==> src/rtl/mul_div_unit_if.sv <==
// Handshake and result bundle between the MIPS controller and mul_div_unit.
// The o_div0 flag is present only when MDU_DIV0_FLAG_EN is defined.
interface mul_div_unit_if #(parameter int WIDTH = 32);
    logic             i_start;
    logic [1:0]       i_op;
    logic [WIDTH-1:0] i_rs;
    logic [WIDTH-1:0] i_rt;
    logic             i_mthi;
    logic             i_mtlo;
    logic             o_busy;
    logic             o_done;
    logic [WIDTH-1:0] o_hi;
    logic [WIDTH-1:0] o_lo;
`ifdef MDU_DIV0_FLAG_EN
    logic             o_div0;
`endif

    modport master (
        output i_start, i_op, i_rs, i_rt, i_mthi, i_mtlo,
        input  o_busy, o_done, o_hi, o_lo
`ifdef MDU_DIV0_FLAG_EN
        , input o_div0
`endif
    );

    modport slave (
        input  i_start, i_op, i_rs, i_rt, i_mthi, i_mtlo,
        output o_busy, o_done, o_hi, o_lo
`ifdef MDU_DIV0_FLAG_EN
        , output o_div0
`endif
    );
endinterface

==> src/rtl/mul_div_unit.sv <==
// Iterative MULT/MULTU/DIV/DIVU unit with HI/LO registers and MTHI/MTLO moves.
// Optional divide-by-zero flag output enabled by MDU_DIV0_FLAG_EN.
//
// state | meaning
// IDLE  | HI/LO stable, accepts start or MTHI/MTLO
// BUSY  | one shift-add / restoring-divide iteration per edge
module mul_div_unit #(
    parameter int WIDTH = 32
) (
    input  logic           i_clk,
    input  logic           i_rst_n,
    mul_div_unit_if.slave  bus
);
    localparam int CW = $clog2(WIDTH + 1);

    typedef enum logic {IDLE, BUSY} state_t;

    state_t           state_q, state_d;
    logic [CW-1:0]    cnt_q, cnt_d;
    logic             is_div_q, is_div_d;
    logic             neg_q_q, neg_q_d;
    logic             neg_r_q, neg_r_d;
    logic [WIDTH:0]   acc_q, acc_d;
    logic [WIDTH-1:0] sh_q, sh_d;
    logic [WIDTH-1:0] b_q, b_d;
    logic [WIDTH-1:0] rs_q, rs_d;
    logic [WIDTH-1:0] hi_q, hi_d;
    logic [WIDTH-1:0] lo_q, lo_d;
    logic             done_q, done_d;
`ifdef MDU_DIV0_FLAG_EN
    logic             div0_q, div0_d;
`endif

    logic             sgn_op;
    logic [WIDTH-1:0] rs_mag, rt_mag;
    logic [WIDTH:0]   mul_sum, div_rem, div_diff, acc_it;
    logic [WIDTH-1:0] sh_it, rem_mag;
    logic [2*WIDTH-1:0] prod, prod_s;
    logic [WIDTH-1:0] fin_hi, fin_lo;

    always_comb begin
        sgn_op = ~bus.i_op[0];
        rs_mag = (sgn_op && bus.i_rs[WIDTH-1]) ? -bus.i_rs : bus.i_rs;
        rt_mag = (sgn_op && bus.i_rt[WIDTH-1]) ? -bus.i_rt : bus.i_rt;
    end

    // Multiply: acc:sh is the product shifting right; divide: acc is the
    // partial remainder and sh shifts dividend bits out / quotient bits in.
    always_comb begin
        mul_sum  = acc_q + {1'b0, (sh_q[0] ? b_q : {WIDTH{1'b0}})};
        div_rem  = {acc_q[WIDTH-1:0], sh_q[WIDTH-1]};
        div_diff = div_rem - {1'b0, b_q};
        if (is_div_q) begin
            if (div_rem >= {1'b0, b_q}) begin
                acc_it = div_diff;
                sh_it  = {sh_q[WIDTH-2:0], 1'b1};
            end else begin
                acc_it = div_rem;
                sh_it  = {sh_q[WIDTH-2:0], 1'b0};
            end
        end else begin
            acc_it = {1'b0, mul_sum[WIDTH:1]};
            sh_it  = {mul_sum[0], sh_q[WIDTH-1:1]};
        end
    end

    always_comb begin
        prod    = {acc_it[WIDTH-1:0], sh_it};
        prod_s  = neg_q_q ? -prod : prod;
        rem_mag = acc_it[WIDTH-1:0];
        if (!is_div_q) begin
            fin_hi = prod_s[2*WIDTH-1:WIDTH];
            fin_lo = prod_s[WIDTH-1:0];
        end else if (b_q == '0) begin
            fin_hi = rs_q;
            fin_lo = '1;
        end else begin
            fin_hi = neg_r_q ? -rem_mag : rem_mag;
            fin_lo = neg_q_q ? -sh_it : sh_it;
        end
    end

    always_comb begin
        state_d  = state_q;
        cnt_d    = cnt_q;
        is_div_d = is_div_q;
        neg_q_d  = neg_q_q;
        neg_r_d  = neg_r_q;
        acc_d    = acc_q;
        sh_d     = sh_q;
        b_d      = b_q;
        rs_d     = rs_q;
        hi_d     = hi_q;
        lo_d     = lo_q;
        done_d   = 1'b0;
`ifdef MDU_DIV0_FLAG_EN
        div0_d   = div0_q;
`endif
        if (state_q == IDLE) begin
            if (bus.i_start) begin
                state_d  = BUSY;
                cnt_d    = '0;
                is_div_d = bus.i_op[1];
                neg_q_d  = sgn_op & (bus.i_rs[WIDTH-1] ^ bus.i_rt[WIDTH-1]);
                neg_r_d  = sgn_op & bus.i_rs[WIDTH-1];
                acc_d    = '0;
                sh_d     = rs_mag;
                b_d      = rt_mag;
                rs_d     = bus.i_rs;
`ifdef MDU_DIV0_FLAG_EN
                div0_d   = 1'b0;
`endif
            end else if (bus.i_mthi || bus.i_mtlo) begin
                if (bus.i_mthi) hi_d = bus.i_rs;
                if (bus.i_mtlo) lo_d = bus.i_rs;
`ifdef MDU_DIV0_FLAG_EN
                div0_d = 1'b0;
`endif
            end
        end else begin
            acc_d = acc_it;
            sh_d  = sh_it;
            cnt_d = cnt_q + 1'b1;
            if (cnt_q == CW'(WIDTH - 1)) begin
                state_d = IDLE;
                done_d  = 1'b1;
                hi_d    = fin_hi;
                lo_d    = fin_lo;
`ifdef MDU_DIV0_FLAG_EN
                div0_d  = is_div_q & (b_q == '0);
`endif
            end
        end
    end

    always_ff @(posedge i_clk or negedge i_rst_n) begin
        if (!i_rst_n) begin
            state_q  <= IDLE;
            cnt_q    <= '0;
            is_div_q <= 1'b0;
            neg_q_q  <= 1'b0;
            neg_r_q  <= 1'b0;
            acc_q    <= '0;
            sh_q     <= '0;
            b_q      <= '0;
            rs_q     <= '0;
            hi_q     <= '0;
            lo_q     <= '0;
            done_q   <= 1'b0;
`ifdef MDU_DIV0_FLAG_EN
            div0_q   <= 1'b0;
`endif
        end else begin
            state_q  <= state_d;
            cnt_q    <= cnt_d;
            is_div_q <= is_div_d;
            neg_q_q  <= neg_q_d;
            neg_r_q  <= neg_r_d;
            acc_q    <= acc_d;
            sh_q     <= sh_d;
            b_q      <= b_d;
            rs_q     <= rs_d;
            hi_q     <= hi_d;
            lo_q     <= lo_d;
            done_q   <= done_d;
`ifdef MDU_DIV0_FLAG_EN
            div0_q   <= div0_d;
`endif
        end
    end

    assign bus.o_busy = (state_q == BUSY);
    assign bus.o_done = done_q;
    assign bus.o_hi   = hi_q;
    assign bus.o_lo   = lo_q;
`ifdef MDU_DIV0_FLAG_EN
    assign bus.o_div0 = div0_q;
`endif
endmodule

==> src/flat_wrapper.sv <==
// flat-port wrapper written by rule: the top's interface ports become plain ports
module mul_div_unit_flat 
#(
    parameter int WIDTH = 32
)
  (i_clk, i_rst_n, bus_i_start, bus_i_op, bus_i_rs, bus_i_rt, bus_i_mthi, bus_i_mtlo, bus_o_busy, bus_o_done, bus_o_hi, bus_o_lo);
  mul_div_unit_if #(.WIDTH(WIDTH)) bus_i ();
  input  logic i_clk;
  input  logic i_rst_n;
  input wire logic [$bits(bus_i.i_start)-1:0] bus_i_start;
  input wire logic [$bits(bus_i.i_op)-1:0] bus_i_op;
  input wire logic [$bits(bus_i.i_rs)-1:0] bus_i_rs;
  input wire logic [$bits(bus_i.i_rt)-1:0] bus_i_rt;
  input wire logic [$bits(bus_i.i_mthi)-1:0] bus_i_mthi;
  input wire logic [$bits(bus_i.i_mtlo)-1:0] bus_i_mtlo;
  output wire logic [$bits(bus_i.o_busy)-1:0] bus_o_busy;
  output wire logic [$bits(bus_i.o_done)-1:0] bus_o_done;
  output wire logic [$bits(bus_i.o_hi)-1:0] bus_o_hi;
  output wire logic [$bits(bus_i.o_lo)-1:0] bus_o_lo;
  assign bus_i.i_start = bus_i_start;
  assign bus_i.i_op = bus_i_op;
  assign bus_i.i_rs = bus_i_rs;
  assign bus_i.i_rt = bus_i_rt;
  assign bus_i.i_mthi = bus_i_mthi;
  assign bus_i.i_mtlo = bus_i_mtlo;
  assign bus_o_busy = bus_i.o_busy;
  assign bus_o_done = bus_i.o_done;
  assign bus_o_hi = bus_i.o_hi;
  assign bus_o_lo = bus_i.o_lo;
  mul_div_unit #(.WIDTH(WIDTH)) u_core (.i_clk(i_clk), .i_rst_n(i_rst_n), .bus(bus_i));
endmodule
==> config.mk <==
export PLATFORM = sky130hd
export DESIGN_NAME = mul_div_unit_flat
export DESIGN_NICKNAME = d
export VERILOG_FILES = /design/src/rtl/mul_div_unit_if.sv /design/src/rtl/mul_div_unit.sv /design/src/flat_wrapper.sv
export SDC_FILE = /design/constraint.sdc
export NUM_CORES = 1
export LEC_CHECK = 0
export ABC_AREA = 1
export ABC_CLOCK_PERIOD_IN_PS = 9500
export CORE_MARGIN = 5
export CORE_UTILIZATION = 25
export DETAILED_ROUTE_END_ITERATION = 10
export SLEW_MARGIN = 20
export SYNTH_ARGS = -nofsm -noshare
export SYNTH_HDL_FRONTEND = slang
export SYNTH_SLANG_ARGS = --single-unit
export TNS_END_PERCENT = 1
==> constraint.sdc <==
create_clock -name i_clk -period 9.5 [get_ports i_clk]
set_input_delay 1.9 -clock i_clk [delete_from_list [all_inputs] [get_ports i_clk]]
set_output_delay 1.9 -clock i_clk [all_outputs]
set_load 0.05 [all_outputs]
==> results of run 1 <==
[per-stage QoR]
stage	area, µm²	util (%)	setup WS [ps]
3_5_place_dp	21800	28.2	4070
3_3_place_gp	21800	28.2	4100
6_report	22700	29.4	4300
2_1_floorplan	19500	-	5330
5_1_grt	22700	29.4	3860
4_1_cts	22700	29.4	4410
[metal layers]
metal | GRT usage (%) | routed length [µm]
met5 | 0 | 13
met4 | 7.39 | 3540
met3 | 2.45 | 5420
met2 | 31.1 | 37800
met1 | 25.3 | 35100
[kinds of logic after synthesis]
group	after synthesis	share of synthesized area, %
and+or+nand+nor	1776	39.7
buffers and inverters	571	11.6
AOI/OAI and AO/OA	506	15.0
DFF	204	26.1
xor gates and xnor gates	64	2.87
adders and majority gates	71	4.63
[final cells by class]
| class | count | area, µm² |
|---|---|---|
| clock inverters | 10 | 214 |
| flip-flops and latches | 204 | 5110 |
| repair buffers | 159 | 1540 |
| multi-input cells | 2417 | 12200 |
| well taps | 1040 | 1300 |
| fillers | 8687 | 54700 |
| inverters | 451 | 1700 |
| clock buffers | 34 | 698 |
| diodes | 1 | 2.50 |
[final timing paths]
| path | startpoint | end | slack, ps | cells past startpoint |
|---|---|---|---|---|
| max in group asynchronous | i_rst_n | u_core.neg_q_q | 6620 | 2 |
| worst min register to register | u_core.cnt_q[5] | u_core.bus.o_done | 490 | 1 |
| worst max-delay path | u_core.b_q[27] | u_core.bus.o_hi[20] | 4300 | 29 |
| worst min-delay path | u_core.cnt_q[5] | u_core.bus.o_done | 490 | 1 |
| worst max register to register | u_core.b_q[27] | u_core.bus.o_hi[20] | 4300 | 29 |
| min in group asynchronous | i_rst_n | u_core.bus.o_lo[26] | 1350 | 1 |
[worst max-delay path: cells and delay by family (launching register included)]
family          cells  cell delay, ps
compound gates      3             640
fa+ha+maj           2             590
buf+inv             5             720
flops               1             470
simple gates       19            2690
[synth_stat cells, types with 10 or more instances]
master | number | area [µm²]
a22oi_1 | 16 | 120
a21oi_1 | 159 | 796
xnor2_1 | 30 | 263
nor4_1 | 12 | 75.1
buf_1 | 18 | 67.6
o21ai_1 | 26 | 130
nor2_1 | 366 | 1370
o211ai_1 | 24 | 180
o22ai_1 | 32 | 200
a31oi_1 | 13 | 81.3
nand3_1 | 275 | 1380
or2_2 | 10 | 62.6
o21ai_0 | 171 | 856
dfrtp_1 | 204 | 5100
nand2_1 | 905 | 3400
clkbuf_1 | 71 | 267
inv_1 | 433 | 1630
nand3_2 | 21 | 210
xor2_1 | 34 | 298
nor2_2 | 29 | 181
nand4_1 | 40 | 250
nand2_2 | 32 | 200
nand3b_1 | 16 | 120
buf_2 | 18 | 90.1
ha_1 | 69 | 863
inv_2 | 15 | 56.3
nor3_1 | 42 | 210
[cell usage in the layout, fill, tap and decap left out, drive strengths merged, types with 3 or more instances in the layout]
master | synthesis | layout
and2 | 4 | 4
bufinv | 0 | 6
a311oi | 4 | 4
a21oi | 168 | 168
buf | 49 | 24
nand3 | 296 | 296
o31ai | 7 | 7
nand3b | 16 | 16
inv | 448 | 447
a21o | 4 | 4
nand2 | 942 | 942
nand4 | 42 | 42
nor4 | 13 | 13
o211ai | 24 | 24
o21a | 5 | 5
o22ai | 32 | 32
o21ai | 205 | 205
o32ai | 3 | 3
ha | 69 | 69
clkdlybuf4s50 | 0 | 135
or2 | 11 | 11
a22oi | 16 | 16
xor2 | 34 | 34
nor3 | 48 | 48
o21bai | 3 | 3
clkinv | 3 | 7
clkbuf | 71 | 34
o2111ai | 9 | 9
xnor2 | 30 | 30
dfrtp | 204 | 204
nor2 | 402 | 402
a31oi | 13 | 13
[sequential cells by signal, indices dropped and copies added, names as in the netlist, 6 cells and up]
register and cells:
u_core.b_q 32, u_core.acc_q 33, u_core.rs_q 32, u_core.cnt_q 6, u_core.bus.o_hi 32, u_core.sh_q 32
u_core.bus.o_lo 32
==> results.md, run 1 <==
* Syn Inst Count at 3192
* Max-slew violation count at 0
* Startpoint types: flop
* Layout Skew at 13.0 ps
* Routed vias/inst at 5.00
* Routed wire length at 81.8 mm
* Largest net degree at the start of global routing at 98
* GR Overflow Total at 0
* Crit share post-route at 54.8%
* Initial antenna violation count at 3
* Buffers on Ports at 136
* Synth Flop Type: dfrtp_1
* Die footprint at 83800 µm²
* Global-route wire length before repair at 124 mm
* Synth Net Count at 3334
* Fmax at 0.192 GHz
* Sequential area share after synthesis at 26.1%
* Post-synth EDFFs at 0
* Vias in the first global route at 20.6k
* CTS clk-pin slew, worst paths at 60 ps
* Measured slew at the worst slew-check pin at 1080 ps
* CTS tree: built
* Avg Synthesized Cell Area at 6.12 µm²
* Placeable Area at 77500 µm²
* Layout cells sized above 1 at 6.69%
* Nets at 3399
* Area Growth Syn to Fin at 16.5%
* Chip height at 289 µm
* # Max-Cap Violations at 0
* Arr. time, crit path at 5690 ps
* Min Tclk post-route at 5200 ps
* Routed wire per std cell at 19.0 µm
* Synthesized flop and latch total at 204
* Clock Sink Count at 204
* Row count at 102
* Critical path capture point type: flop
* TNS Setup at 0 ps
* Residual DRC at 0
* DRT antenna net count at 0
* Synth warn at 0
* Skew-Pair Late Insertion Delay at 570 ps
* Critical Path RT at 9990 ps
* Status: finished clean
* Netlist cell types at 63
* Critical path's slowest cell: dfrtp_1
* DR iter-0 viols at 2205
* Final Hold Fails at 0
* Root Buffer: clkbuf_16
* Asr flop ratio synth at 100%
* Maximum buffer depth of the clock tree at 3
* Gpl congestion at 0.968
* RSZ-0062 raised after global routing: false
* CTS Buf Count at 24
* Detail Placement HPWL at 63.3 mm
* Most frequent CP cell: nand2_1
* Placed cells at 4271
* Io pins at 137
* Slew headroom at 27.3%
* CP Class: reg2reg
* Setup Buffers After CTS at 0
* Fin cells at 4316
* Final setup viols at 0
* Worst Hold Class: reg2reg
* Cts repair resizes at 0
* GRT Total Usage at 18.9%
* Total iterations of the first detailed-routing run at 7
* CTS H-tree lvls at 1
* Post-CTS Hold Fix Bufs at 0
* Die W at 289 µm
* Post-synthesis instance area at 19500 µm²
* Crit Path Max Fanout at 33
* Worst Hold Margin at 486 ps
* Slowest cell delay on critical path at 470 ps
* Initial Util at 25.2%
* Vias at 21.6k
Power of run 1 is not shown: default switching activity piles up to over one toggle a cycle in this logic, so the estimate is an artifact.
==> inputs of run 2 (changes only) <==
--- a/config.mk
+++ b/config.mk
@@ -6,7 +6,7 @@
 export NUM_CORES = 1
 export LEC_CHECK = 0
 export ABC_AREA = 1
-export ABC_CLOCK_PERIOD_IN_PS = 9500
+export ABC_CLOCK_PERIOD_IN_PS = 4800
 export CORE_MARGIN = 5
 export CORE_UTILIZATION = 25
 export DETAILED_ROUTE_END_ITERATION = 10
==> constraint.sdc (replaced) <==
create_clock -name i_clk -period 4.8 [get_ports i_clk]
set_input_delay 0.96 -clock i_clk [delete_from_list [all_inputs] [get_ports i_clk]]
set_output_delay 0.96 -clock i_clk [all_outputs]
set_load 0.05 [all_outputs]
==> run 2 against run 1 <==
  * Design area is 0.92% higher
  * Clock-buffer cell count is 1 higher
  * Critical path depth is 1 lower
  * Die area stayed put
  * Cell count is 0.93% higher
  * Hold slack worse by 110 ps
  * Fmax is 15% higher
  * Flip-flop and latch count stayed put
  * Global-route usage is 0.95 points higher
  * Sequential share of layout area is 0.21 points lower
  * Via count is 1.8% higher
==> results.md, run 2 (synthesized netlist as in run 1, its figures left out) <==
* Status: finished clean
* Buffers on Ports at 136
* Dpl cell area at 22100 µm²
* Critical Path RT at 5240 ps
* Io pins at 137
* Vias in the first global route at 20.5k
* R2r setup slk at 280 ps
* Die footprint at 83800 µm²
* Critical path's slowest cell: dfrtp_1
* Cts repair resizes at 0
* Vias at 22.0k
* FF-to-FF Start: u_core.b_q[16]
* Setup Buffers After CTS at 0
* Final Util at 29.6%
* Reg2Reg Depth at 28
* Nets at 3437
* Chip height at 289 µm
* Placeable Area at 77500 µm²
* Critical path capture point type: flop
* GR Overflow Total at 0
* CTS tree: built
* Routed wire length at 86.4 mm
* Crit share post-route at 94.2%
* Root Buffer: clkbuf_16
* Die W at 289 µm
* Setup crit end: u_core.bus.o_hi[4]
* Max FFs per register at 33
* DR iter-0 viols at 2491
* DRT antenna net count at 0
* Detail Placement HPWL at 68.1 mm
* Most frequent cells in the layout: nand2_1, inv_1, nor2_1
* Layout cells sized above 1 at 7.79%
* Worst Setup SP: u_core.b_q[16]
* Final setup viols at 0
* Crit Path Max Fanout at 5
* Final Hold Fails at 0
* Routed vias/inst at 5.04
* Routed wire per std cell at 19.8 µm
* Leading cell type in the layout, fill and taps excluded: nand2_1
* CTS clk-pin slew, worst paths at 70 ps
* # Max-Cap Violations at 0
* Startpoint types: flop
* Area Growth Syn to Fin at 17.5%
* GRT Total Usage at 19.9%
* Pre-CTS WS at 54.1 ps
* RSZ-0062 raised after global routing: false
* Slowest cell delay on critical path at 400 ps
* Multi-input gate area at 12200 µm²
* CP Class: reg2reg
* Min Tclk post-route at 4520 ps
* Gpl congestion at 0.965
* Arr. time, crit path at 4960 ps
* Row count at 102
* Largest net degree at the start of global routing at 91
* Slew headroom at 34.9%
* Fillers at 8712
* Reg with most FFs: u_core.acc_q
* Design area at 23000 µm²
* Layout Skew at 19.0 ps
* Clock Sink Count at 204
* Total iterations of the first detailed-routing run at 6
* Skew-Pair Late Insertion Delay at 590 ps
* Worst r2r dst: u_core.bus.o_hi[4]
* Measured slew at the worst slew-check pin at 976 ps
* Fmax at 0.221 GHz
* CTS H-tree lvls at 1
* TNS Setup at 0 ps
* Residual DRC at 0
* Initial antenna violation count at 1
* CTS Buf Count at 25
* Worst Hold Class: in2async
* Setup ws final at 279 ps
* Register area at 5110 µm²
* Post-CTS Hold Fix Bufs at 0
* Maximum buffer depth of the clock tree at 3
* Most frequent CP cell: nand2_1
* Max-slew violation count at 0
* Global-route wire length before repair at 129 mm
* Initial Util at 25.2%
==> run 2: cell count changes in the layout (fill, tap and decap cells not counted), moves of 2 or more <==
cell        delta
clkinvlp_4     +2
bufinv_16      -5
buf_4         +36
clkinv_2       +3
==> run 2: layout make-up <==
cell class,instances,share of cell area [%]
Antenna cell,2,0.0218
Clock buffer,35,3.15
Clock inverter,11,0.463
Inverter,451,7.39
Multi-Input combinational cell,2417,53.1
Sequential cell,204,22.3
Tap cell,1040,5.67
Timing Repair Buffer,196,7.97
==> run 2: per-layer routing <==
| layer | global-route usage, % | part of all wire, % | vias up |
|---|---|---|---|
| li1 | - | - | 10549 |
| met1 | 27.2 | 43 | 10286 |
| met2 | 31.7 | 45 | 956 |
| met3 | 2.35 | 6.7 | 172 |
| met4 | 8.44 | 4.8 | 0 |
| met5 | 0 | 0 | - |
==> run 2: worst max-delay path, delay by kind of cell (launching register included) <==
kind	cells	cell delay [ps]
AO/OA/AOI/OAI	5	730
adder cells (fa/ha/maj)	2	600
buffers and inverters	5	440
flip-flops	1	400
AND/OR/NAND/NOR	16	2180
==> run 2: through the flow <==
stage	instances	hold WS [ps]
3_3_place_gp	4308	459
6_report	4356	380
2_1_floorplan	3192	442
4_1_cts	4354	412
3_5_place_dp	4308	467
5_1_grt	4354	430
==> run 2: worst min path at each step <==
stage | start | to | slack (ps)
global route | i_rst_n | u_core.bus.o_lo[22] | 430
detailed placement | u_core.rs_q[1] | u_core.rs_q[1] | 470
finish | i_rst_n | u_core.bus.o_lo[29] | 380
global placement | u_core.rs_q[1] | u_core.rs_q[1] | 460
floorplan | u_core.rs_q[1] | u_core.rs_q[1] | 440
CTS | i_rst_n | u_core.bus.o_lo[29] | 410
Power of run 2 is left out for the same reason.
==> inputs of run 3 (changes only) <==
--- a/config.mk
+++ b/config.mk
@@ -10,6 +10,7 @@
 export CORE_MARGIN = 5
 export CORE_UTILIZATION = 25
 export DETAILED_ROUTE_END_ITERATION = 10
+export SETUP_SLACK_MARGIN = 0.4
 export SLEW_MARGIN = 20
 export SYNTH_ARGS = -nofsm -noshare
 export SYNTH_HDL_FRONTEND = slang
==> run 3 against run 2 <==
  * Cell count grew 0.32%
  * Register-to-register slack gained 240 ps
  * Clock-buffer cell count unchanged
  * Design area rose by 1.0%
  * Highest routed layer unchanged
  * First-iteration DRC count increased by 5.1%
  * Via count is 0.56% higher
  * Worst setup slack better by 240 ps
  * Non-clock buffer count up 13
  * Critical path type unchanged
  * Clock skew rose by 5.5 ps
  * Core utilization rose by 0.30 points
  * Critical path depth fell by 2
==> results.md, run 3 (synthesized netlist as in run 1, its figures left out) <==
* Status: finished clean
* Critical path's slowest cell: dfrtp_1
* Multi-input gate area at 12300 µm²
* Most frequent cells in the layout: nand2_1, inv_1, nor2_1
* Maximum buffer depth of the clock tree at 3
* Skew-Pair Late Insertion Delay at 590 ps
* Reg with most FFs: u_core.acc_q
* DR iter-0 viols at 2617
* Die W at 289 µm
* Residual DRC at 0
* Row count at 102
* Startpoint types: flop
* Buffers on Ports at 136
* Layout Skew at 24.4 ps
* Max FFs per register at 33
* GRT Total Usage at 19.9%
* Critical path capture point type: flop
* Nets at 3450
* Area Growth Syn to Fin at 18.7%
* Largest net degree at the start of global routing at 91
* Final setup viols at 0
* Critical Path RT at 5230 ps
* Slowest cell delay on critical path at 450 ps
* GR Overflow Total at 0
* CTS Buf Count at 25
* Crit share post-route at 89.1%
* Total iterations of the first detailed-routing run at 6
* Root Buffer: clkbuf_16
* Fillers at 8690
* Max-slew violation count at 0
* CP Class: reg2reg
* Final Hold Fails at 0
* CTS tree: built
* Routed wire length at 86.6 mm
* Routed wire per std cell at 19.8 µm
* Gpl congestion at 0.965
* Measured slew at the worst slew-check pin at 1000 ps
* Arr. time, crit path at 4710 ps
* Routed vias/inst at 5.05
* Register area at 5120 µm²
* CTS clk-pin slew, worst paths at 70 ps
* RSZ-0062 raised after global routing: true
* Layout cells sized above 1 at 8.75%
* Placeable Area at 77500 µm²
* Clock Sink Count at 204
* Most frequent CP cell: nand2_1
* Chip height at 289 µm
* Vias at 22.1k
* Initial antenna violation count at 1
* Post-CTS Hold Fix Bufs at 0
* Die footprint at 83800 µm²
* DRT antenna net count at 0
* Slew headroom at 33.2%
* Vias in the first global route at 20.5k
* Fmax at 0.234 GHz
* Detail Placement HPWL at 68.1 mm
* Worst Hold Class: in2async
* CTS H-tree lvls at 1
* Min Tclk post-route at 4280 ps
* Crit Path Max Fanout at 5
* Global-route wire length before repair at 129 mm
* Leading cell type in the layout, fill and taps excluded: nand2_1
* Io pins at 137
* # Max-Cap Violations at 0
* Initial Util at 25.2%
* TNS Setup at 0 ps
[run 3: changes by cell type in the layout (fill, tap and decap cells not counted), sizes merged]
cell | before | now
buf | 61 | 74
diode | 2 | 3
[run 3: cell type report]
class / instances / share of cell area, %
sequential: 204 / 22.1
timing repair buffer: 209 / 8.40
clock inverter: 11 / 0.459
tap: 1040 / 5.61
antenna: 3 / 0.0324
clock buffer: 35 / 3.12
multi-input combinational: 2417 / 53.0
inverter: 451 / 7.31
[run 3: through the flow]
stage / std cells / util (%) / area (µm²) / setup slack [ps] / hold slack [ps]
after floorplan: 3192 / - / 19500 / 1330 / 442
after detailed placement: 4308 / 28.6 / 22100 / 54.1 / 467
after CTS: 4354 / 29.6 / 22900 / 401 / 412
after global placement: 4308 / 28.6 / 22100 / 104 / 459
after global routing: 4367 / 29.9 / 23200 / 276 / 430
final: 4370 / 29.9 / 23200 / 524 / 377
[run 3: timing repair]
item                       CTS  global route
setup endpoints to repair    0            30
hold endpoints to repair     0             0
resized for setup            0            28
setup buffers                0            13
[run 3: final timing paths]
kind,endpoint,cells past startpoint,start,slack (ps)
max in group asynchronous,u_core.bus.o_busy,2,i_rst_n,3410
hold / removal,u_core.bus.o_lo[29],1,i_rst_n,380
min in group i_clk,u_core.rs_q[1],2,u_core.rs_q[1],480
hold reg to reg,u_core.rs_q[1],2,u_core.rs_q[1],480
setup / recovery,u_core.bus.o_hi[4],26,u_core.acc_q[23],520
setup reg to reg,u_core.bus.o_hi[4],26,u_core.acc_q[23],520
[run 3: routing by layer]
metal	part of all wire (%)	up-vias	routed length [µm]	GRT usage (%)
met2	45	961	39100	31.7
met3	7.0	184	6040	2.35
met5	0	-	0	0
met1	43	10367	37200	27.2
li1	-	10573	-	-
met4	4.9	0	4240	8.44
[run 3: worst max-delay path, delay by kind of cell, from the launching register on]
family	cells	cell delay, ps
adder cells (fa/ha/maj)	2	600
flip-flops	1	450
buffers and inverters	3	260
AO/OA/AOI/OAI	5	650
AND/OR/NAND/NOR	16	2160
Power of run 3 is left out for the same reason.
